**src/rtl/divider_pkg.sv**
```systemverilog
// Shared encodings for the iterative RV32M divide/remainder unit.
// Holds the op codes, FSM states, iteration count and a two's-complement magnitude helper.
package divider_pkg;

  localparam int DIV_XLEN   = 32;
  localparam int ITER_COUNT = 32;

  localparam logic [1:0] DIV_OP_DIV  = 2'b00;
  localparam logic [1:0] DIV_OP_DIVU = 2'b01;
  localparam logic [1:0] DIV_OP_REM  = 2'b10;
  localparam logic [1:0] DIV_OP_REMU = 2'b11;

  typedef enum logic [1:0] {
    ST_IDLE = 2'b00,
    ST_CALC = 2'b01,
    ST_FIX  = 2'b10,
    ST_DONE = 2'b11
  } div_state_t;

  // Magnitude of a signed word; 0x80000000 maps to itself, read as unsigned 2^31.
  function automatic logic [DIV_XLEN-1:0] abs_val(input logic [DIV_XLEN-1:0] x);
    if (x[DIV_XLEN-1]) begin
      return ~x + 32'd1;
    end else begin
      return x;
    end
  endfunction

endpackage

```
**src/rtl/iter_divider_step.sv**
```systemverilog
// One combinational radix-2 restoring division iteration over {R,Q}.
// Kept separate so two copies can be chained for a radix-4 datapath.
module iter_divider_step
  import divider_pkg::*;
(
  input  logic [DIV_XLEN:0]   rem_in,
  input  logic [DIV_XLEN-1:0] quo_in,
  input  logic [DIV_XLEN-1:0] divisor,
  output logic [DIV_XLEN:0]   rem_out,
  output logic [DIV_XLEN-1:0] quo_out
);

  logic [DIV_XLEN+1:0] shifted_s;
  logic [DIV_XLEN+1:0] diff_s;

  // Shift in the next dividend bit and subtract; restore when the trial goes negative.
  always_comb begin
    shifted_s = {rem_in, quo_in[DIV_XLEN-1]};
    diff_s    = shifted_s - {2'b00, divisor};
    if (!diff_s[DIV_XLEN+1]) begin
      rem_out = diff_s[DIV_XLEN:0];
      quo_out = {quo_in[DIV_XLEN-2:0], 1'b1};
    end else begin
      rem_out = shifted_s[DIV_XLEN:0];
      quo_out = {quo_in[DIV_XLEN-2:0], 1'b0};
    end
  end

endmodule

```
**src/rtl/iter_divider.sv**
```systemverilog
// Multi-cycle RV32M DIV/DIVU/REM/REMU unit, one quotient bit per cycle,
// with valid/ready handshakes on both sides and single-cycle fast paths.
module iter_divider
  import divider_pkg::*;
#(
  parameter int XLEN = 32
) (
  input  logic            clk,
  input  logic            reset_n,
  input  logic            flush,
  input  logic            in_valid,
  output logic            in_ready,
  input  logic [1:0]      div_op,
  input  logic [XLEN-1:0] a_data,
  input  logic [XLEN-1:0] b_data,
  output logic            out_valid,
  input  logic            out_ready,
  output logic [XLEN-1:0] div_res
);

  div_state_t      state_r;
  logic [5:0]      count_r;
  logic [XLEN:0]   rem_r;
  logic [XLEN-1:0] quo_r;
  logic [XLEN-1:0] divisor_r;
  logic            quo_neg_r;
  logic            rem_neg_r;
  logic [1:0]      op_r;
  logic [XLEN-1:0] res_r;
  logic            in_ready_r;
  logic            out_valid_r;

  logic            signed_op_s;
  logic [XLEN-1:0] abs_a_s;
  logic [XLEN-1:0] abs_b_s;
  logic            div_zero_s;
  logic            overflow_s;
  logic [XLEN:0]   rem_next_s;
  logic [XLEN-1:0] quo_next_s;
  logic [XLEN:0]   rem_fix_s;
  logic [XLEN-1:0] quo_fix_s;

  // Operand decode at acceptance: magnitudes and the two fast-path conditions.
  always_comb begin
    signed_op_s = ~div_op[0];
    div_zero_s  = (b_data == 32'd0);
    if (signed_op_s) begin
      abs_a_s    = abs_val(a_data);
      abs_b_s    = abs_val(b_data);
      overflow_s = (a_data == 32'h8000_0000) && (b_data == 32'hFFFF_FFFF);
    end else begin
      abs_a_s    = a_data;
      abs_b_s    = b_data;
      overflow_s = 1'b0;
    end
  end

  iter_divider_step u_step (
    .rem_in  (rem_r),
    .quo_in  (quo_r),
    .divisor (divisor_r),
    .rem_out (rem_next_s),
    .quo_out (quo_next_s)
  );

  // Sign correction of the unsigned result for signed ops.
  always_comb begin
    if (quo_neg_r) begin
      quo_fix_s = ~quo_r + 32'd1;
    end else begin
      quo_fix_s = quo_r;
    end
    if (rem_neg_r) begin
      rem_fix_s = ~rem_r + 33'd1;
    end else begin
      rem_fix_s = rem_r;
    end
  end

  // Control FSM and datapath registers; reset beats flush, flush beats handshakes.
  always_ff @(posedge clk) begin
    if (!reset_n) begin
      state_r     <= ST_IDLE;
      count_r     <= 6'd0;
      rem_r       <= 33'd0;
      quo_r       <= 32'd0;
      divisor_r   <= 32'd0;
      quo_neg_r   <= 1'b0;
      rem_neg_r   <= 1'b0;
      op_r        <= 2'b00;
      res_r       <= 32'd0;
      in_ready_r  <= 1'b1;
      out_valid_r <= 1'b0;
    end else if (flush) begin
      state_r     <= ST_IDLE;
      in_ready_r  <= 1'b1;
      out_valid_r <= 1'b0;
    end else begin
      case (state_r)
        ST_IDLE: begin
          if (in_valid && in_ready_r) begin
            op_r       <= div_op;
            divisor_r  <= abs_b_s;
            quo_neg_r  <= signed_op_s & (a_data[XLEN-1] ^ b_data[XLEN-1]);
            rem_neg_r  <= signed_op_s & a_data[XLEN-1];
            in_ready_r <= 1'b0;
            count_r    <= 6'd0;
            if (div_zero_s) begin
              res_r       <= div_op[1] ? a_data : 32'hFFFF_FFFF;
              out_valid_r <= 1'b1;
              state_r     <= ST_DONE;
            end else if (overflow_s) begin
              res_r       <= div_op[1] ? 32'd0 : 32'h8000_0000;
              out_valid_r <= 1'b1;
              state_r     <= ST_DONE;
            end else begin
              rem_r   <= 33'd0;
              quo_r   <= abs_a_s;
              state_r <= ST_CALC;
            end
          end
        end
        ST_CALC: begin
          rem_r   <= rem_next_s;
          quo_r   <= quo_next_s;
          count_r <= count_r + 6'd1;
          if (count_r == 6'(ITER_COUNT - 1)) begin
            state_r <= ST_FIX;
          end
        end
        ST_FIX: begin
          res_r       <= op_r[1] ? rem_fix_s[XLEN-1:0] : quo_fix_s;
          out_valid_r <= 1'b1;
          state_r     <= ST_DONE;
        end
        ST_DONE: begin
          if (out_ready) begin
            out_valid_r <= 1'b0;
            in_ready_r  <= 1'b1;
            state_r     <= ST_IDLE;
          end
        end
        default: begin
          state_r     <= ST_IDLE;
          in_ready_r  <= 1'b1;
          out_valid_r <= 1'b0;
        end
      endcase
    end
  end

  assign in_ready  = in_ready_r;
  assign out_valid = out_valid_r;
  assign div_res   = res_r;

endmodule

```
**config.mk**
```make
export PLATFORM = sky130hd
export DESIGN_NAME = iter_divider
export DESIGN_NICKNAME = d
export VERILOG_FILES = /design/src/rtl/divider_pkg.sv /design/src/rtl/iter_divider_step.sv /design/src/rtl/iter_divider.sv
export SDC_FILE = /design/constraint.sdc
export NUM_CORES = 1
export LEC_CHECK = 0
export ABC_CLOCK_PERIOD_IN_PS = 8090
export BUFFER_PORTS_ARGS = -buffer_cell sky130_fd_sc_hd__buf_2
export CELL_PAD_IN_SITES_DETAIL_PLACEMENT = 1
export CELL_PAD_IN_SITES_GLOBAL_PLACEMENT = 2
export CORE_MARGIN = 2
export CORE_UTILIZATION = 38
export DETAILED_ROUTE_END_ITERATION = 16
export PLACE_DENSITY = 0.95
export SLEW_MARGIN = 10
export SYNTH_ARGS = -nofsm -noshare
export SYNTH_HDL_FRONTEND = slang
export SYNTH_SLANG_ARGS = --single-unit
```
**constraint.sdc**
```tcl
create_clock -name clk -period 8.09 [get_ports clk]
set_input_delay 1.618 -clock clk [delete_from_list [all_inputs] [get_ports clk]]
set_output_delay 1.618 -clock clk [all_outputs]
set_load 0.02 [all_outputs]
```
==> results of run 1 <==
-- kinds of logic (layout without fill, tap and decap cells) --
| logic type | after synthesis | in the layout | synth area share [%] |
|---|---|---|---|
| AOI/OAI and AO/OA | 446 | 446 | 26.8 |
| xor gates and xnor gates | 149 | 149 | 12.2 |
| adders and majority gates | 43 | 43 | 5.02 |
| buffers and inverters | 143 | 202 | 5.50 |
| DFF | 142 | 142 | 26.2 |
| muxes | 26 | 26 | 2.41 |
| and+or+nand+nor | 486 | 486 | 21.9 |
-- area by class of cell --
type                    count  area share (%)
clock inverters            13            1.36
repair buffers            113            4.84
inverters                  57            1.76
well taps                 378            3.89
flip-flops and latches    142            23.4
clock buffers              19            3.64
multi-input cells        1150            61.1
-- synthesized netlist by cell type, types with 26 or more instances --
cell type / instances / area (sq um)
o31ai_1: 26 / 195
dfxtp_1: 142 / 2840
nand2_1: 198 / 743
a21oi_1: 120 / 601
a211oi_1: 32 / 240
clkbuf_1: 69 / 259
nor2_1: 108 / 405
xnor2_1: 94 / 823
xor2_1: 54 / 473
ha_1: 42 / 526
inv_1: 57 / 214
o21ai_0: 106 / 531
-- per-stage QoR --
stage	instance area (sq um)	setup slack, ps
2_1_floorplan	10900	4250
3_3_place_gp	11600	3070
3_5_place_dp	11600	2960
4_1_cts	12200	3400
5_1_grt	12200	3100
6_report	12200	3330
-- metal layers --
metal / up-vias / part of all wire, %
li1: 5257 / -
met1: 5253 / 48
met2: 253 / 46
met3: 34 / 4.4
met4: 2 / 1.3
met5: - / 0.037
-- worst max-delay path, delay by kind of cell --
family / cells / cell delay [ps]
and+or+nand+nor: 7 / 2370
AOI/OAI and AO/OA: 2 / 500
buffers and inverters: 3 / 450
adders and majority gates: 1 / 160
-- power by group --
| group | leakage (uW) | switching [uW] | total [uW] | internal, uW |
|---|---|---|---|---|
| Clock | 0.000286 | 335 | 830 | 494 |
| Combinational | 0.00316 | 246 | 397 | 152 |
| Sequential | 0.00115 | 29.5 | 752 | 723 |
| Total | 0.00460 | 611 | 1980 | 1370 |
-- layout by cell type (no fill, tap or decap), types with 19 or more instances in the layout --
master / count
nand2_1: 198
o31ai_1: 26
a21oi_1: 120
ha_1: 41
buf_2: 104
mux2i_1: 25
nor2_1: 108
a22o_1: 19
o21ai_0: 106
xor2_1: 54
nand3_1: 20
a211oi_1: 31
dfxtp_1: 142
inv_1: 56
xnor2_1: 94
-- state kept, by name, indices dropped and copies added, names as in the netlist --
register   cells
quo_r         32
in_ready       1
rem_r         33
op_r           1
divisor_r     32
div_res       32
out_valid      1
count_r        6
rem_neg_r      1
quo_neg_r      1
state_r        2
-- worst min-delay path by stage --
stage,from,to
2_1_floorplan,divisor_r[30]$_SDFFE_PN0P_,divisor_r[30]$_SDFFE_PN0P_
3_3_place_gp,divisor_r[31]$_SDFFE_PN0P_,divisor_r[31]$_SDFFE_PN0P_
3_5_place_dp,divisor_r[30]$_SDFFE_PN0P_,divisor_r[30]$_SDFFE_PN0P_
4_1_cts,divisor_r[30]$_SDFFE_PN0P_,divisor_r[30]$_SDFFE_PN0P_
5_1_grt,divisor_r[31]$_SDFFE_PN0P_,divisor_r[31]$_SDFFE_PN0P_
6_report,divisor_r[30]$_SDFFE_PN0P_,divisor_r[30]$_SDFFE_PN0P_
==> results.tsv, run 1 <==
stage	metric	value	unit
outcome	outcome	completed	
logic_synthesis	async_reset_ff_share	0	%
timing	fin_tns_setup	0	ps
setup_path	slowest_stage	nor2_4	
cts	cts.repair_timing.setup_buffer_count	0	
logic_synthesis	syn_nets	1549	
pwr	total_power	1980	uW
place	numPortBuffers	104	
timing	setup_viol_count_final	0	
timing	slew_headroom	20.1	%
finish	fin_nets	1595	
routing	vias	10800	
logic_synthesis	synth-seq-cells	142	
grt	grt_use_met1	32.0	%
finish	drive_above_1_share	12.2	%
finish	diodes	0	
setup_path	slowest_delay	630	ps
setup_path	critPathLaunchType	input port	
grt	antenna_found_initial	1	
pwr	vdd_drop_max	148	uV
grt	grt_pass1_vias	10700	
timing	fmax	0.210	GHz
pwr	p_per_area	163	nW/um^2
setup_path	worst_r2r_path_depth	10	
place	gp_routability_congestion	0.864	
floorplan	ios	105	
place	dp.cells	1840	
cts	clock_latency	430	ps
grt	grt_pass1_wl	57300	um
cts	cts_buffer_depth	2	
timing	drv_slew	0	
setup_path	cp_common_cell	nand2_1	
logic_synthesis	ys.flop_type	dfxtp_1	
timing	post-route-min-period	4760	ps
setup_path	cp.arrival	5140	ps
timing	rsz0062_at_grt	false	
routing	dr.first_iter.drc_count	769	
floorplan	fp.dieH	173	um
routing	firstDrtPassIters	5	
setup_path	crit_end	rem_r[32]$_SDFFE_PN0P_	
floorplan	coreArea	27900	sq um
setup_path	setup.worst_path.class	input port to flop	
pwr	power_leakage	0.00460	uW
cts	cts-resized-gates	0	
grt	grt-busiest-layer	met2	
logic_synthesis	synth_area	10900	sq um
logic_synthesis	ys_types	82	
logic_synthesis	syn-instance-count	1435	
timing	holdWs	467	ps
cts	root_buffer	clkbuf_16	
cts	cts_made_buffers	17	
setup_path	crit_fanout	33	
job	drv_cap	0	
logic_synthesis	avgSynthCellArea	7.57	sq um
logic_synthesis	ys_seq_area_share	26.2	%
min_path	hold_path_class	flop to flop	
finish	register_area	2840	sq um
logic_synthesis	ys_warn_count	0	
grt	gr-total-overflow	0	
timing	clock_skew	12.7	ps
routing	wl	35300	um
cts	htree_num_levels	4	
floorplan	rows	61	
floorplan	fp.dieArea	29900	sq um
floorplan	die_w	173	um
grt	met2_usage	38.4	%
setup_path	worstReg2RegEnd	rem_r[4]$_SDFFE_PN0P_	
routing	ant_nets	0	
finish	multiInputGateArea	7430	sq um
finish	fillCellCount	3548	
timing	worst_slew_pin_slew	1200	ps
setup_path	cp-startpoint	a_data[0]	
finish	utilization	43.5	%
routing	routedWlPerCell	18.9	um
routing	vias_per_cell	5.77	
grt	use_met3	3.54	%
min_path	holdPathStages	2	
grt	grt_max_degree	85	
setup_path	critPathRequiredTime	8470	ps
setup_path	endpoint_kind	flop	
cts	clk_pin_slew	70	ps
routing	drc	0	
setup_path	reg2reg_from	rem_r[11]$_SDFFE_PN0P_	
timing	finalCritPeriodShare	58.9	%
finish	instances_no_fill	1872	
logic_synthesis	synth_edf_count	0	
setup_path	r2r_slack	4360	ps
grt	track_usage	23.3	%
floorplan	initial_utilization	38.9	%
cts	cts_tree	yes	
place	hpwlAfterDp	26500	um
finish	area_growth	12.0	%
timing	hold_violations	0	
cts	hold_buffers	0	
setup_path	crit_chain	buf_2 > inv_1 > ha_1 > or3b_1 > nor4_2 > nand4b_1 > o22ai_4 > nand2_1 > and2_1 > buf_4 > nor2_4 > a222oi_1 > nand2_1	
cts	clock-sinks	142	
No activity file was read; power rests on OpenSTA's default activity.
==> run 2: changes to the inputs <==
--- a/config.mk
+++ b/config.mk
@@ -5,14 +5,15 @@
 export SDC_FILE = /design/constraint.sdc
 export NUM_CORES = 1
 export LEC_CHECK = 0
-export ABC_CLOCK_PERIOD_IN_PS = 8090
+export ABC_AREA = 1
+export ABC_CLOCK_PERIOD_IN_PS = 4700
 export BUFFER_PORTS_ARGS = -buffer_cell sky130_fd_sc_hd__buf_2
 export CELL_PAD_IN_SITES_DETAIL_PLACEMENT = 1
 export CELL_PAD_IN_SITES_GLOBAL_PLACEMENT = 2
 export CORE_MARGIN = 2
-export CORE_UTILIZATION = 38
+export CORE_UTILIZATION = 32
 export DETAILED_ROUTE_END_ITERATION = 16
-export PLACE_DENSITY = 0.95
+export PLACE_DENSITY = 0.93
 export SLEW_MARGIN = 10
 export SYNTH_ARGS = -nofsm -noshare
 export SYNTH_HDL_FRONTEND = slang
==> constraint.sdc (replaced) <==
create_clock -name clk -period 4.7 [get_ports clk]
set_input_delay 0.94 -clock clk [delete_from_list [all_inputs] [get_ports clk]]
set_output_delay 0.94 -clock clk [all_outputs]
set_load 0.02 [all_outputs]
==> run 2 against run 1 <==
Against the previous run:
- cell count up 57%
- via count increased by 42%
- highest routed layer is now met4
- critical endpoint is now quo_r[6]$_SDFFE_PN0P_
- power up 91%
- largest cell class unchanged
==> results.tsv, run 2 <==
stage	metric	value	unit	change
outcome	outcome	completed		
finish	largest_reg_flops	33		unchanged
routing	vias	15400		+42%
logic_synthesis	yosysMostFrequentCell	nand2_1		
cts	root_buffer	clkbuf_16		
routing	drc	0		unchanged
routing	vias_per_cell	5.24		-9.2%
floorplan	initial_utilization	32.4	%	-6.5 points
finish	diodes	0		unchanged
routing	dr.first_iter.drc_count	874		+14%
setup_path	critPathRequiredTime	5000	ps	-3470 ps
setup_path	crit_fanout	34		+3.0%
pwr	vdd_drop_max	267	uV	+80%
timing	rsz0062_at_grt	false		
min_path	hold_path_class	flop to flop		
setup_path	critPathLaunchType	input port		
min_path	holdPathStages	2		unchanged
cts	cts_buffer_depth	2		unchanged
logic_synthesis	syn_nets	2454		+58%
floorplan	ios	105		unchanged
floorplan	fp.dieArea	42900	sq um	+43%
grt	track_usage	24.1	%	+0.77 points
cts	hold_buffers	0		unchanged
grt	grt_pass1_vias	15300		+43%
pwr	p_per_area	258	nW/um^2	+59%
min_path	whs_endpoint	div_res[19]$_SDFFE_PN0P_		
setup_path	endpoint_kind	flop		
timing	fmax	0.297	GHz	
floorplan	rows	74		+21%
cts	cts_tree	yes		
pwr	power_leakage	0.00724	uW	+57%
finish	layout_commonest_cell	nand2_1		
finish	max_flop_register	rem_r		
place	hpwlAfterDp	42100	um	+59%
setup_path	setup.worst_path.class	input port to flop		
routing	firstDrtPassIters	6		+1
timing	fin_tns_setup	0	ps	unchanged
timing	finalCritPeriodShare	71.6	%	
grt	grt_pass1_wl	83200	um	+45%
logic_synthesis	async_reset_ff_share	0	%	unchanged
routing	ant_nets	0		unchanged
setup_path	reg2reg_from	state_r[0]$_SDFFE_PP0P_		
cts	cts.repair_timing.setup_buffer_count	0		unchanged
logic_synthesis	ys_warn_count	0		unchanged
cts	htree_num_levels	4		unchanged
cts	clk_pin_slew	60	ps	about the same
logic_synthesis	synth_area_leaders	dfxtp_1 22%, nand2_1 18%, nand3_1 11%		
cts	clock_latency	450	ps	+20 ps
routing	wl	52700	um	+49%
floorplan	fp.dieH	207	um	+20%
logic_synthesis	yosys.area.top_type	dfxtp_1		
timing	post-route-min-period	3370	ps	
logic_synthesis	synth_top_cell_area_share	21.5	%	-4.6 points
grt	grt_max_degree	75		-12%
logic_synthesis	avgSynthCellArea	5.64	sq um	-25%
finish	drive_above_1_share	8.30	%	-4.0 points
logic_synthesis	syn-instance-count	2340		+63%
job	drv_cap	0		unchanged
setup_path	cp.arrival	3670	ps	-1470 ps
logic_synthesis	synth_edf_count	0		unchanged
cts	cts-resized-gates	0		unchanged
grt	antenna_found_initial	2		+1
logic_synthesis	ys_seq_area_share	21.5	%	-4.6 points
setup_path	worst_r2r_path_depth	13		+3
timing	worst_slew_pin_slew	1200	ps	+5.12 ps
finish	area_growth	10.8	%	
logic_synthesis	yosys-top-cells-count	645 x nand2_1, 307 x inv_1, 285 x nand3_1		
finish	fin_nets	2501		+57%
grt	gr-total-overflow	0		unchanged
timing	setup_viol_count_final	0		unchanged
timing	holdWs	467	ps	-0.566 ps
place	gp_routability_congestion	0.896		+3.7%
pwr	total_power	3780	uW	+91%
floorplan	coreArea	40700	sq um	+46%
logic_synthesis	ys_types	47		-43%
timing	slew_headroom	19.7	%	-0.45 points
logic_synthesis	synth_area	13200	sq um	+22%
finish	layout_common_cells	645 x nand2_1, 307 x inv_1, 285 x nand3_1		
cts	cts_made_buffers	17		unchanged
logic_synthesis	ys.flop_type	dfxtp_1		
place	numPortBuffers	104		unchanged
min_path	min_from	div_res[19]$_SDFFE_PN0P_		
setup_path	worstReg2RegEnd	quo_r[26]$_SDFFE_PN0P_		
logic_synthesis	synth-seq-cells	142		unchanged
setup_path	r2r_slack	1330	ps	-3030 ps
routing	routedWlPerCell	18.0	um	-4.7%
timing	clock_skew	11.5	ps	-1.18 ps
cts	clock-sinks	142		unchanged
timing	drv_slew	0		unchanged
floorplan	die_w	207	um	+20%
timing	hold_violations	0		unchanged
-- run 2: cell count changes in the layout (fill, tap and decap cells not counted), sizes merged, moves of 60 or more --
cell,before,now
o21ai,114,174
nand3,20,292
nor2,113,256
xnor2,95,24
a21oi,122,183
nand2,198,654
inv,58,323
-- run 2: worst max path at each step --
| stage | from | end | cells past startpoint |
|---|---|---|---|
| global route | state_r[0]$_SDFFE_PP0P_ | quo_r[26]$_SDFFE_PN0P_ | 13 |
| detailed placement | a_data[0] | quo_r[4]$_SDFFE_PN0P_ | 12 |
| finish | a_data[0] | quo_r[6]$_SDFFE_PN0P_ | 12 |
| global placement | a_data[0] | quo_r[26]$_SDFFE_PN0P_ | 12 |
| CTS | state_r[0]$_SDFFE_PP0P_ | quo_r[26]$_SDFFE_PN0P_ | 13 |
| floorplan | b_data[0] | div_res[12]$_SDFFE_PN0P_ | 13 |
-- run 2: cells by family after synthesis --
kind of cell | count (synthesis) | synth area share, %
buf+inv | 413 | 12.6
simple gates | 1298 | 42.7
fa+ha+maj | 43 | 4.13
flops | 142 | 21.5
compound gates | 390 | 15.5
xor+xnor | 54 | 3.58
-- run 2: cell type report --
type	instances	area (sq um)
fillers	5649	26100
multi-input cells	1785	8700
clock inverters	7	113
well taps	532	666
inverters	325	1220
repair buffers	116	623
flip-flops and latches	142	2840
clock buffers	23	468
-- run 2: worst max-delay path: stages --
cell     delay [ps]
buf_2           120
inv_1            70
ha_1            200
nand3_1         130
nor2_1          220
nand4_1         310
nor2_1          230
nand4_1         140
nand3_2         540
inv_2           410
o21ai_0         270
a21oi_1          60
-- run 2: power by group --
group	switching, uW	leakage [uW]	internal (uW)
combinational	744	0.00580	311
clock	552	0.000283	854
sequential	56.0	0.00116	1260
-- run 2: metrics by stage --
step	std cells	instance area (sq um)	worst slack [ps]	util [%]
after floorplan	2340	13200	2270	-
after global placement	2900	14100	1100	34.5
after detailed placement	2900	14100	998	34.5
after CTS	2930	14600	1340	35.9
after global routing	2930	14600	1060	35.9
final	2930	14600	1330	35.9
-- run 2: per-layer routing --
| layer | wire (um) | track usage [%] | vias up | share of wire (%) |
|---|---|---|---|---|
| met1 | 24300 | 31.7 | 7363 | 46 |
| li1 | - | - | 7649 | - |
| met2 | 25200 | 41.4 | 277 | 48 |
| met3 | 1950 | 2.84 | 62 | 3.7 |
| met4 | 1200 | 6.95 | 0 | 2.3 |
| met5 | 0 | 0 | - | 0 |
